## src/rtl/iterative_divider_pkg.sv

```systemverilog
`default_nettype none
// ============================================================================
//  Module      : iterative_divider_pkg
//  Description : Shared FSM encoding and constants for the iterative divider.
//  Revision    : 1.0 - initial release
// ============================================================================
package iterative_divider_pkg;

  // Controller states, explicit 2-bit encoding
  typedef enum logic [1:0] {
    IDLE   = 2'd0,
    DIVIDE = 2'd1,
    FIXUP  = 2'd2,
    DONE   = 2'd3
  } div_state_t;

  // Widest operand supported; constants are sized to it and sliced by users
  localparam int MAX_WIDTH = 64;

  // Quotient reported for a zero divisor (all ones at any width)
  localparam logic [MAX_WIDTH-1:0] DBZ_QUOTIENT = '1;

endpackage
`default_nettype wire

```

## src/rtl/iterative_divider_if.sv

```systemverilog
`default_nettype none
// ============================================================================
//  Module      : iterative_divider_if
//  Description : Operand/result handshake bundle for the iterative divider.
//  Revision    : 1.0 - initial release
// ============================================================================
interface iterative_divider_if #(
  parameter int WIDTH = 32
);
  logic             in_valid;
  logic             in_ready;
  logic             is_signed;
  logic [WIDTH-1:0] dividend;
  logic [WIDTH-1:0] divisor;
  logic             out_valid;
  logic             out_ready;
  logic [WIDTH-1:0] quotient;
  logic [WIDTH-1:0] remainder;
  logic             div_by_zero;

  // Requester side: supplies operands, consumes results
  modport master (
    output in_valid, is_signed, dividend, divisor, out_ready,
    input  in_ready, out_valid, quotient, remainder, div_by_zero
  );

  // Divider side
  modport slave (
    input  in_valid, is_signed, dividend, divisor, out_ready,
    output in_ready, out_valid, quotient, remainder, div_by_zero
  );
endinterface
`default_nettype wire

```

## src/rtl/iterative_divider_div_step.sv

```systemverilog
`default_nettype none
// ============================================================================
//  Module      : div_step
//  Description : One restoring shift-subtract iteration (combinational).
//                Shifts the next dividend bit into the partial remainder and
//                subtracts the divisor when it fits, emitting one quotient bit.
//  Revision    : 1.0 - initial release
// ============================================================================
module div_step #(
  parameter int WIDTH = 32
) (
  input  logic [WIDTH:0]   rem_in,
  input  logic [WIDTH-1:0] quo_in,
  input  logic [WIDTH-1:0] divisor,
  output logic [WIDTH:0]   rem_out,
  output logic [WIDTH-1:0] quo_out
);

  logic [WIDTH+1:0] shifted;
  logic [WIDTH+1:0] diff;
  logic             take;

  // The partial remainder stays below the divisor, so the shifted value fits
  // in WIDTH+1 bits; the extra top bit only serves as the borrow indicator.
  assign shifted = {rem_in, quo_in[WIDTH-1]};
  assign diff    = shifted - {2'b00, divisor};
  assign take    = ~diff[WIDTH+1];
  assign rem_out = take ? diff[WIDTH:0] : shifted[WIDTH:0];
  assign quo_out = {quo_in[WIDTH-2:0], take};

endmodule
`default_nettype wire

```

## src/rtl/iterative_divider.sv

```systemverilog
`default_nettype none
// ============================================================================
//  Module      : iterative_divider
//  Description : Radix-2 restoring divider, signed/unsigned, one quotient bit
//                per cycle, valid/ready handshake on operands and results.
//  Revision    : 1.0 - initial release
// ============================================================================
module iterative_divider #(
  parameter int WIDTH = 32
) (
  input logic                 clk,
  input logic                 rst_n,
  input logic                 flush,
  iterative_divider_if.slave  bus
);
  import iterative_divider_pkg::*;

  localparam int CW = $clog2(WIDTH + 1);

  div_state_t       state;
  div_state_t       state_next;
  logic [CW-1:0]    count;
  logic [WIDTH:0]   part_rem;
  logic [WIDTH-1:0] quo_shift;
  logic [WIDTH-1:0] div_mag;
  logic             neg_quo;
  logic             neg_rem;
  logic [WIDTH-1:0] res_quotient;
  logic [WIDTH-1:0] res_remainder;
  logic             res_dbz;

  logic             accept;
  logic             divisor_zero;
  logic             dividend_neg;
  logic             divisor_neg;
  logic [WIDTH-1:0] dividend_mag;
  logic [WIDTH-1:0] divisor_mag;
  logic [WIDTH:0]   step_rem;
  logic [WIDTH-1:0] step_quo;

  assign accept       = bus.in_valid && (state == IDLE);
  assign divisor_zero = (bus.divisor == '0);
  assign dividend_neg = bus.is_signed && bus.dividend[WIDTH-1];
  assign divisor_neg  = bus.is_signed && bus.divisor[WIDTH-1];
  assign dividend_mag = dividend_neg ? (~bus.dividend + 1'b1) : bus.dividend;
  assign divisor_mag  = divisor_neg  ? (~bus.divisor  + 1'b1) : bus.divisor;

  assign bus.in_ready    = (state == IDLE);
  assign bus.out_valid   = (state == DONE);
  assign bus.quotient    = res_quotient;
  assign bus.remainder   = res_remainder;
  assign bus.div_by_zero = res_dbz;

  div_step #(.WIDTH(WIDTH)) u_step (
    .rem_in  (part_rem),
    .quo_in  (quo_shift),
    .divisor (div_mag),
    .rem_out (step_rem),
    .quo_out (step_quo)
  );

  // State register
  always_ff @(posedge clk or negedge rst_n) begin
    if (!rst_n) state <= IDLE;
    else        state <= state_next;
  end

  // Next-state logic; flush wins over every other input
  always_comb begin
    state_next = state;
    case (state)
      IDLE:    if (bus.in_valid) state_next = divisor_zero ? DONE : DIVIDE;
      DIVIDE:  if (count == CW'(1)) state_next = FIXUP;
      FIXUP:   state_next = DONE;
      DONE:    if (bus.out_ready) state_next = IDLE;
      default: state_next = IDLE;
    endcase
    if (flush) state_next = IDLE;
  end

  // Datapath: operand capture, iteration, sign fixup and result registers
  always_ff @(posedge clk or negedge rst_n) begin
    if (!rst_n) begin
      count         <= '0;
      part_rem      <= '0;
      quo_shift     <= '0;
      div_mag       <= '0;
      neg_quo       <= 1'b0;
      neg_rem       <= 1'b0;
      res_quotient  <= '0;
      res_remainder <= '0;
      res_dbz       <= 1'b0;
    end else if (!flush) begin
      case (state)
        IDLE: begin
          if (accept) begin
            if (divisor_zero) begin
              res_quotient  <= DBZ_QUOTIENT[WIDTH-1:0];
              res_remainder <= bus.dividend;
              res_dbz       <= 1'b1;
            end else begin
              part_rem  <= '0;
              quo_shift <= dividend_mag;
              div_mag   <= divisor_mag;
              count     <= CW'(WIDTH);
              neg_quo   <= dividend_neg ^ divisor_neg;
              neg_rem   <= dividend_neg;
              res_dbz   <= 1'b0;
            end
          end
        end
        DIVIDE: begin
          part_rem  <= step_rem;
          quo_shift <= step_quo;
          count     <= count - 1'b1;
        end
        FIXUP: begin
          res_quotient  <= neg_quo ? (~quo_shift + 1'b1) : quo_shift;
          res_remainder <= neg_rem ? (~part_rem[WIDTH-1:0] + 1'b1)
                                   : part_rem[WIDTH-1:0];
        end
        default: ;
      endcase
    end
  end

endmodule
`default_nettype wire

```

## src/flat_wrapper.sv

```systemverilog
// flat-port wrapper written by rule: the top's interface ports become plain ports
module iterative_divider_flat import iterative_divider_pkg::*;
#(
  parameter int WIDTH = 32
)
  (clk, rst_n, flush, bus_in_valid, bus_is_signed, bus_dividend, bus_divisor, bus_out_ready, bus_in_ready, bus_out_valid, bus_quotient, bus_remainder, bus_div_by_zero);
  iterative_divider_if #(.WIDTH(WIDTH)) bus_i ();
  input logic clk;
  input logic rst_n;
  input logic flush;
  input wire logic [$bits(bus_i.in_valid)-1:0] bus_in_valid;
  input wire logic [$bits(bus_i.is_signed)-1:0] bus_is_signed;
  input wire logic [$bits(bus_i.dividend)-1:0] bus_dividend;
  input wire logic [$bits(bus_i.divisor)-1:0] bus_divisor;
  input wire logic [$bits(bus_i.out_ready)-1:0] bus_out_ready;
  output wire logic [$bits(bus_i.in_ready)-1:0] bus_in_ready;
  output wire logic [$bits(bus_i.out_valid)-1:0] bus_out_valid;
  output wire logic [$bits(bus_i.quotient)-1:0] bus_quotient;
  output wire logic [$bits(bus_i.remainder)-1:0] bus_remainder;
  output wire logic [$bits(bus_i.div_by_zero)-1:0] bus_div_by_zero;
  assign bus_i.in_valid = bus_in_valid;
  assign bus_i.is_signed = bus_is_signed;
  assign bus_i.dividend = bus_dividend;
  assign bus_i.divisor = bus_divisor;
  assign bus_i.out_ready = bus_out_ready;
  assign bus_in_ready = bus_i.in_ready;
  assign bus_out_valid = bus_i.out_valid;
  assign bus_quotient = bus_i.quotient;
  assign bus_remainder = bus_i.remainder;
  assign bus_div_by_zero = bus_i.div_by_zero;
  iterative_divider #(.WIDTH(WIDTH)) u_core (.clk(clk), .rst_n(rst_n), .flush(flush), .bus(bus_i));
endmodule
```

## config.mk

```make
export PLATFORM = sky130hd
export DESIGN_NAME = iterative_divider_flat
export DESIGN_NICKNAME = d
export VERILOG_FILES = /design/src/rtl/iterative_divider_pkg.sv /design/src/rtl/iterative_divider_if.sv /design/src/rtl/iterative_divider_div_step.sv /design/src/rtl/iterative_divider.sv /design/src/flat_wrapper.sv
export SDC_FILE = /design/constraint.sdc
export NUM_CORES = 1
export LEC_CHECK = 0
export ABC_AREA = 1
export CAP_MARGIN = 10
export CORE_ASPECT_RATIO = 1.1
export CORE_MARGIN = 2
export CORE_UTILIZATION = 59
export CTS_CLUSTER_SIZE = 8
export DETAILED_ROUTE_END_ITERATION = 8
export MAX_ROUTING_LAYER = met4
export PLACE_DENSITY = 0.91
export SETUP_SLACK_MARGIN = 0.02
export SLEW_MARGIN = 20
export SYNTH_ARGS = -nofsm -noshare
export SYNTH_HDL_FRONTEND = slang
export SYNTH_SLANG_ARGS = --single-unit
```

## constraint.sdc

```tcl
create_clock -name clk -period 2.54 [get_ports clk]
set_clock_uncertainty 0.05 [all_clocks]
set_input_delay 0.254 -clock clk [delete_from_list [all_inputs] [get_ports clk]]
set_output_delay 0.254 -clock clk [all_outputs]
set_load 0.02 [all_outputs]
```

==> impl_metrics.env, run 1 <==
export IMPL_clock_path_buffers=2
export IMPL_cap_viol_max_count=0
export IMPL_instances_no_fill=2703
export IMPL_clk_latency_ns=0.46
export IMPL_async_flop_share_pct=100.0
export IMPL_yosysWarningCount=0
export IMPL_period_needed_ns=2.490
export IMPL_synth_area_leaders="dfrtp_1 (31%), nand2_1 (18%), inv_1 (7.8%)"
export IMPL_synth_edf_count=0
export IMPL_drive_gt1_share_pct=9.591
export IMPL_status="completed"
export IMPL_ys_seq_area_share_pct=30.67
export IMPL_track_usage_pct=40.77
export IMPL_numCtsBuffers=17
export IMPL_dp_cells=2665
export IMPL_leakage_nw=8.816
export IMPL_grt_pass1_vias=14542
export IMPL_regArea_sq_mm=0.004307
export IMPL_vias=15473
export IMPL_drtPass1Iterations=9
export IMPL_postPlaceCellArea_sq_mm=0.01622
export IMPL_syn_area_per_cell_sq_um=6.376
export IMPL_final_nets=2498
export IMPL_antenna_cells=0
export IMPL_root_buffer="clkbuf_16"
export IMPL_utilization_pct=72.68
export IMPL_r2r_start="u_core.quo_shift[31]"
export IMPL_grt_antenna_before_repair=0
export IMPL_die_area_sq_mm=0.02504
export IMPL_worst_pin_slew_ns=0.5618
export IMPL_io_pins=137
export IMPL_crit_fanout=4
export IMPL_synth_mux_area_share_pct=0
export IMPL_via_per_inst=5.724
export IMPL_r2r_cells=16
export IMPL_gp_congestion=1.043
export IMPL_timing_reg2reg_setup_slack_ns=0.05
export IMPL_ctsHtreeMaxLevel=4
export IMPL_crit_required_ns=2.83
export IMPL_fin_crit_sh_pct=98.02
export IMPL_crit_start="u_core.quo_shift[31]"
export IMPL_drc=0
export IMPL_ant_nets=0
export IMPL_startpoint_type="register"
export IMPL_die_width_microns=151.1
export IMPL_max_slew_margin_pct=62.15
export IMPL_fmax_mhz=401.6
export IMPL_yosys_most_used_dff="dfrtp_1"
export IMPL_p_per_area_mw_per_mm2=1155
export IMPL_initial_core_util_pct=59.59
export IMPL_setup_viol=0
export IMPL_synth_cells=2201
export IMPL_synth_compound_area_share_pct=10.82
export IMPL_final_cell_area_sq_mm=0.01712
export IMPL_grt_max_degree=67
export IMPL_path_class="reg -> reg"
export IMPL_coreArea_sq_mm=0.02355
export IMPL_syn_to_final_growth_pct=21.96
export IMPL_p_total_mw=19.76
export IMPL_vdd_drop_max_mv=0.4986
export IMPL_synth_simple_area_share_pct=37.62
export IMPL_n_fill_cell=1980
export IMPL_synth_area_sq_mm=0.01403
export IMPL_ys_seq_elements=172
export IMPL_r2r_end="u_core.part_rem[32]"
export IMPL_synth_common_cells="nand2_1 (674), inv_1 (293), nor2_1 (227)"
export IMPL_synthAdderAreaFrac_pct=3.887
export IMPL_synth_distinct_cells=49
export IMPL_pre_cts_ws_ns=-0.2986
export IMPL_wire_per_inst_microns=18.39
export IMPL_synth_top_family_by_area="simple AND/OR/NAND/NOR gates"
export IMPL_die_h_microns=165.8
export IMPL_cts_clk_slew_worst_paths_ns=0.08
export IMPL_grt_ovfl_total=0
export IMPL_multi_input_area_sq_mm=0.008366
export IMPL_grt_pass1_wl_microns=76890
export IMPL_worst_slack_ns=0.05026
export IMPL_whs_ns=0.1616
export IMPL_yosysTopAreaCellShare_pct=30.67
export IMPL_clock_sinks=172
export IMPL_fp_row_count=59
export IMPL_synth_xor_area_share_pct=5.555
export IMPL_hp_class="in -> async"
export IMPL_maxSlewViolCount=0
export IMPL_yosysTopAreaCell="dfrtp_1"
export IMPL_synth_nets=2314
export IMPL_synthMostInstantiatedCell="nand2_1"
export IMPL_wl_microns=49700
export IMPL_rsz0062_at_grt="true"
export IMPL_setup_tns_ns=0
export IMPL_cp_arrival_ns=2.78
export IMPL_port_buffers=136
export IMPL_crit_end="u_core.part_rem[32]"
export IMPL_drtIter0Drc=1780
export IMPL_worstSetupEndpointType="register"
export IMPL_cts_tree="built"
export IMPL_dpl_hpwl_microns=38930
export IMPL_finalHoldViolCount=0
## cell usage in the layout, fill, tap and decap left out, types with 15 or more instances in the layout
cell type | Yosys | routed
inv_1 | 293 | 282
o21ai_1 | 40 | 39
clkbuf_16 | 0 | 19
xnor2_1 | 30 | 30
inv_2 | 4 | 15
a31oi_1 | 21 | 21
ha_1 | 42 | 25
nand2_1 | 674 | 671
dfrtp_1 | 172 | 170
nor2_2 | 11 | 15
nor2_1 | 227 | 223
nand4_1 | 24 | 24
nor3_1 | 25 | 23
buf_4 | 8 | 91
clkdlybuf4s50_1 | 0 | 134
xor2_1 | 59 | 59
o21ai_0 | 123 | 122
a21oi_1 | 75 | 75
nand3b_1 | 16 | 16
nand3_1 | 219 | 217
## how the worst min path moves through the flow
stage / start / end / depth (start not counted)
after detailed placement: rst_n / u_core.bus.remainder[2] / 1
after global routing: rst_n / u_core.bus.remainder[2] / 2
final: rst_n / u_core.bus.remainder[2] / 2
after CTS: rst_n / u_core.bus.remainder[2] / 2
after floorplan: rst_n / u_core.bus.div_by_zero / 0
after global placement: rst_n / u_core.bus.remainder[2] / 1
## what timing repair did
action,4_1_cts,5_1_grt
gates resized for setup,0,48
endpoints found under the hold margin,139,0
hold buffers,1,0
setup endpoints to repair,0,39
buffers inserted,0,2
## per-layer routing
layer,GRT usage (%),up-vias,share of wire (%)
met4,24.79,0,7.8
met2,63.34,824,46
met1,50.70,7095,39
met5,-,-,0
met3,4.753,193,7.6
li1,-,7361,-
## state kept, by name, summed over array words and instances, names as in the netlist
register                flops
u_core.neg_rem              1
u_core.quo_shift           32
u_core.state                2
u_core.part_rem            33
u_core.neg_quo              1
u_core.bus.quotient        32
u_core.bus.div_by_zero      1
u_core.div_mag             32
u_core.count                6
u_core.bus.remainder       32
## where the power goes
| part | internal [mW] | switching [mW] | total [mW] | leakage (nW) |
|---|---|---|---|---|
| clock | 1.31 | 1.34 | 2.65 | 0.268 |
| combinational | 4.59 | 7.80 | 12.4 | 6.35 |
| sequential | 3.81 | 0.910 | 4.72 | 2.20 |
## logic make-up (layout without fill, tap and decap cells)
logic type / after synthesis / in the layout
and+or+nand+nor: 1237 / 1237
adders and majority gates: 43 / 43
AOI/OAI and AO/OA: 283 / 283
xor gates and xnor gates: 89 / 89
DFF: 172 / 172
buffers and inverters: 377 / 574
## final cells by class
type | count | area share (%)
Multi-Input combinational cell | 1652 | 48.88
Sequential cell | 172 | 25.16
Timing Repair Buffer | 243 | 13.79
Inverter | 299 | 6.587
Clock buffer | 18 | 2.507
Tap cell | 305 | 2.230
Clock inverter | 14 | 0.8480
## worst max-delay path, cell delays in order (launching register included)
cell     delay (ns)
dfrtp_1        0.38
inv_1          0.09
ha_2           0.23
inv_1          0.09
fa_2           0.38
nand3_1        0.14
nand3_2        0.13
nand2_1        0.08
nand2_1        0.11
nand2_1        0.09
nand2_1        0.12
nand2_1        0.11
nand3_1        0.07
nand2_1        0.08
nand3_1        0.09
nand3_1        0.08
nand2_1        0.06
No activity file was read; power rests on OpenSTA's default activity.
==> run 2: changes to the inputs <==
Settings changed: CORE_ASPECT_RATIO 1.1 to 1.25, DONT_BUFFER_PORTS set to 1, PLACE_DENSITY 0.91 to 0.87.
Clock period 2.54 ns to 2.1 ns, I/O delays scaled along.
==> run 2 against run 1 <==
- the run now ends with DRC, hold timing, setup timing left
- routed wire length is 18% higher
- flip-flop and latch count stayed put
- critical endpoint is now u_core.part_rem[12]
- critical path depth is 3 lower
- largest cell class unchanged
- first-iteration DRC count is 9.7% higher
==> impl_metrics.env, run 2 (synthesized netlist as in run 1, its figures left out) <==
export IMPL_crit_required_ns=2.38
export IMPL_cts_tree="built"
export IMPL_fmax_mhz=420.5
export IMPL_die_area_sq_mm=0.02504
export IMPL_final_nets=2583
export IMPL_initial_core_util_pct=59.54
export IMPL_startpoint_type="register"
export IMPL_setup_tns_ns=-8.131
export IMPL_r2r_cells=13
export IMPL_path_class="reg -> reg"
export IMPL_worst_path_max_delay_cell="dfrtp_1"
export IMPL_coreArea_sq_mm=0.02357
export IMPL_r2r_end="u_core.part_rem[12]"
export IMPL_die_h_microns=176.4
export IMPL_drc=29
export IMPL_grt_max_degree=173
export IMPL_fp_row_count=63
export IMPL_leakage_nw=9.655
export IMPL_grt_pass1_wl_microns=82420
export IMPL_track_usage_pct=44.19
export IMPL_p_per_area_mw_per_mm2=1527
export IMPL_finalHoldViolCount=173
export IMPL_grt_pass1_vias=15562
export IMPL_worstSetupEndpointType="register"
export IMPL_maxSlewViolCount=0
export IMPL_io_pins=137
export IMPL_met2_length_microns=27050
export IMPL_cap_viol_max_count=0
export IMPL_clk_latency_ns=0.46
export IMPL_dpl_hpwl_microns=38480
export IMPL_cp_arrival_ns=2.66
export IMPL_largest_reg_flops=33
export IMPL_ant_nets=0
export IMPL_whs_ns=-0.6029
export IMPL_fin_crit_sh_pct=113.3
export IMPL_cp_slowest_stage_delay_ns=0.39
export IMPL_timing_reg2reg_setup_slack_ns=-0.28
export IMPL_path_common_cell="nand3_1"
export IMPL_wl_microns=58780
export IMPL_status="finished with violations"
export IMPL_layout_common_cells="nand2_1 (627), inv_1 (255), buf_4 (245)"
export IMPL_drtIter0Drc=1953
export IMPL_max_slew_margin_pct=42.98
export IMPL_regMostFlops="u_core.part_rem"
export IMPL_drtPass1Iterations=9
export IMPL_crit_fanout=4
export IMPL_worst_pin_slew_ns=0.8522
export IMPL_port_buffers=0
export IMPL_worst_slack_ns=-0.2784
export IMPL_vdd_drop_max_mv=0.8362
export IMPL_postPlaceCellArea_sq_mm=0.01594
export IMPL_crit_end="u_core.part_rem[12]"
export IMPL_hp_class="in -> async"
export IMPL_wl_met1_microns=18560
export IMPL_final_common_cell="nand2_1"
export IMPL_top_layer="met4"
export IMPL_setup_viol=46
export IMPL_r2r_start="u_core.quo_shift[31]"
export IMPL_grt_ovfl_total=0
export IMPL_clock_path_buffers=2
export IMPL_root_buffer="clkbuf_16"
export IMPL_clock_sinks=172
export IMPL_wl_met3_microns=6526
export IMPL_vias=16918
export IMPL_final_cell_area_sq_mm=0.01886
export IMPL_path_cells="inv_2 -> ha_4 -> inv_1 -> fa_2 -> nand3_1 -> nand3_2 -> nand3_1 -> nand3b_1 -> buf_4 -> xnor2_1 -> nand3_1 -> nand3_1 -> nand2_1"
export IMPL_die_width_microns=141.9
export IMPL_crit_start="u_core.quo_shift[31]"
export IMPL_numCtsBuffers=17
export IMPL_cts_clk_slew_worst_paths_ns=0.08
export IMPL_period_needed_ns=2.378
export IMPL_syn_to_final_growth_pct=34.42
export IMPL_drive_gt1_share_pct=24.54
export IMPL_grt_antenna_before_repair=5
export IMPL_wire_per_inst_microns=21.14
export IMPL_rsz0062_at_grt="true"
export IMPL_gp_congestion=1.030
export IMPL_violations="DRC, hold timing, setup timing"
export IMPL_via_per_inst=6.086
export IMPL_ctsHtreeMaxLevel=4
-- run 2: cell types whose count changed in the layout (fill, tap and decap cells not counted), moves of 27 or more --
cell | before | now
buf_4 | 91 | 245
clkdlybuf4s50_1 | 134 | 0
dlygate4sd3_1 | 1 | 53
nand3_1 | 217 | 166
nand2_1 | 671 | 627
nor2_1 | 223 | 181
nand2_2 | 8 | 47
nand3_2 | 8 | 43
inv_1 | 282 | 255
-- run 2: final cells by class --
class	count	area [sq um]
Fill cell	1501	4706
Inverter	299	1141
Clock inverter	10	185.2
Sequential cell	172	4318
Timing Repair Buffer	328	2912
Antenna cell	6	15.01
Clock buffer	21	470.5
Tap cell	292	365.4
Multi-Input combinational cell	1652	9457
-- run 2: worst max-delay path, delay by kind of cell (launching register included) --
kind                       cells  cell delay (ns)
xor gates and xnor gates       1             0.12
DFF                            1             0.39
adders and majority gates      2             0.58
buffers and inverters          3             0.36
and+or+nand+nor                7             0.74
-- run 2: per-layer routing --
| metal | global-route usage (%) | vias to the layer above |
|---|---|---|
| li1 | - | 7551 |
| met1 | 44.53 | 7699 |
| met2 | 72.09 | 1197 |
| met3 | 11.42 | 471 |
| met4 | 36.25 | 0 |
| met5 | - | - |
-- run 2: metrics by stage --
stage                     power (mW)  hold slack (ns)  setup WS (ns)  instances  utilization [%]
after detailed placement       20.72          -0.1313        -0.2502       2657            67.61
after CTS                      25.63          -0.6015        -0.1316       2751            75.83
after global placement         20.38          -0.1319        -0.2451       2657            67.61
final                          28.80          -0.6029        -0.2784       2780            80.03
after global routing           30.43          -0.6178        -0.4985       2780            80.03
after floorplan                14.68          -0.1356        0.06179       2201                -
-- run 2: how the worst min path moves through the flow --
stage / start / endpoint / slack (ns) / depth (start not counted)
floorplan: rst_n / u_core.bus.div_by_zero / -0.14 / 0
global placement: rst_n / u_core.bus.quotient[11] / -0.13 / 0
detailed placement: rst_n / u_core.bus.quotient[11] / -0.13 / 0
CTS: rst_n / u_core.part_rem[1] / -0.60 / 0
global route: rst_n / u_core.part_rem[1] / -0.62 / 0
finish: rst_n / u_core.part_rem[4] / -0.60 / 0
-- run 2: what timing repair did --
action | 4_1_cts | 5_1_grt
buffers inserted | 9 | 23
pin swaps | 16 | 69
cloned | 3 | 2
hold buffers | 51 | 2
hold endpoints to repair | 237 | 174
endpoints found under the setup margin | 56 | 115
gates resized for setup | 125 | 208
-- run 2: power breakdown --
| part | total [mW] | internal [mW] | switching, mW |
|---|---|---|---|
| Combinational | 18.6 | 7.70 | 10.9 |
| Clock | 3.63 | 2.20 | 1.43 |
| Sequential | 6.55 | 4.62 | 1.93 |
| Total | 28.8 | 14.5 | 14.3 |
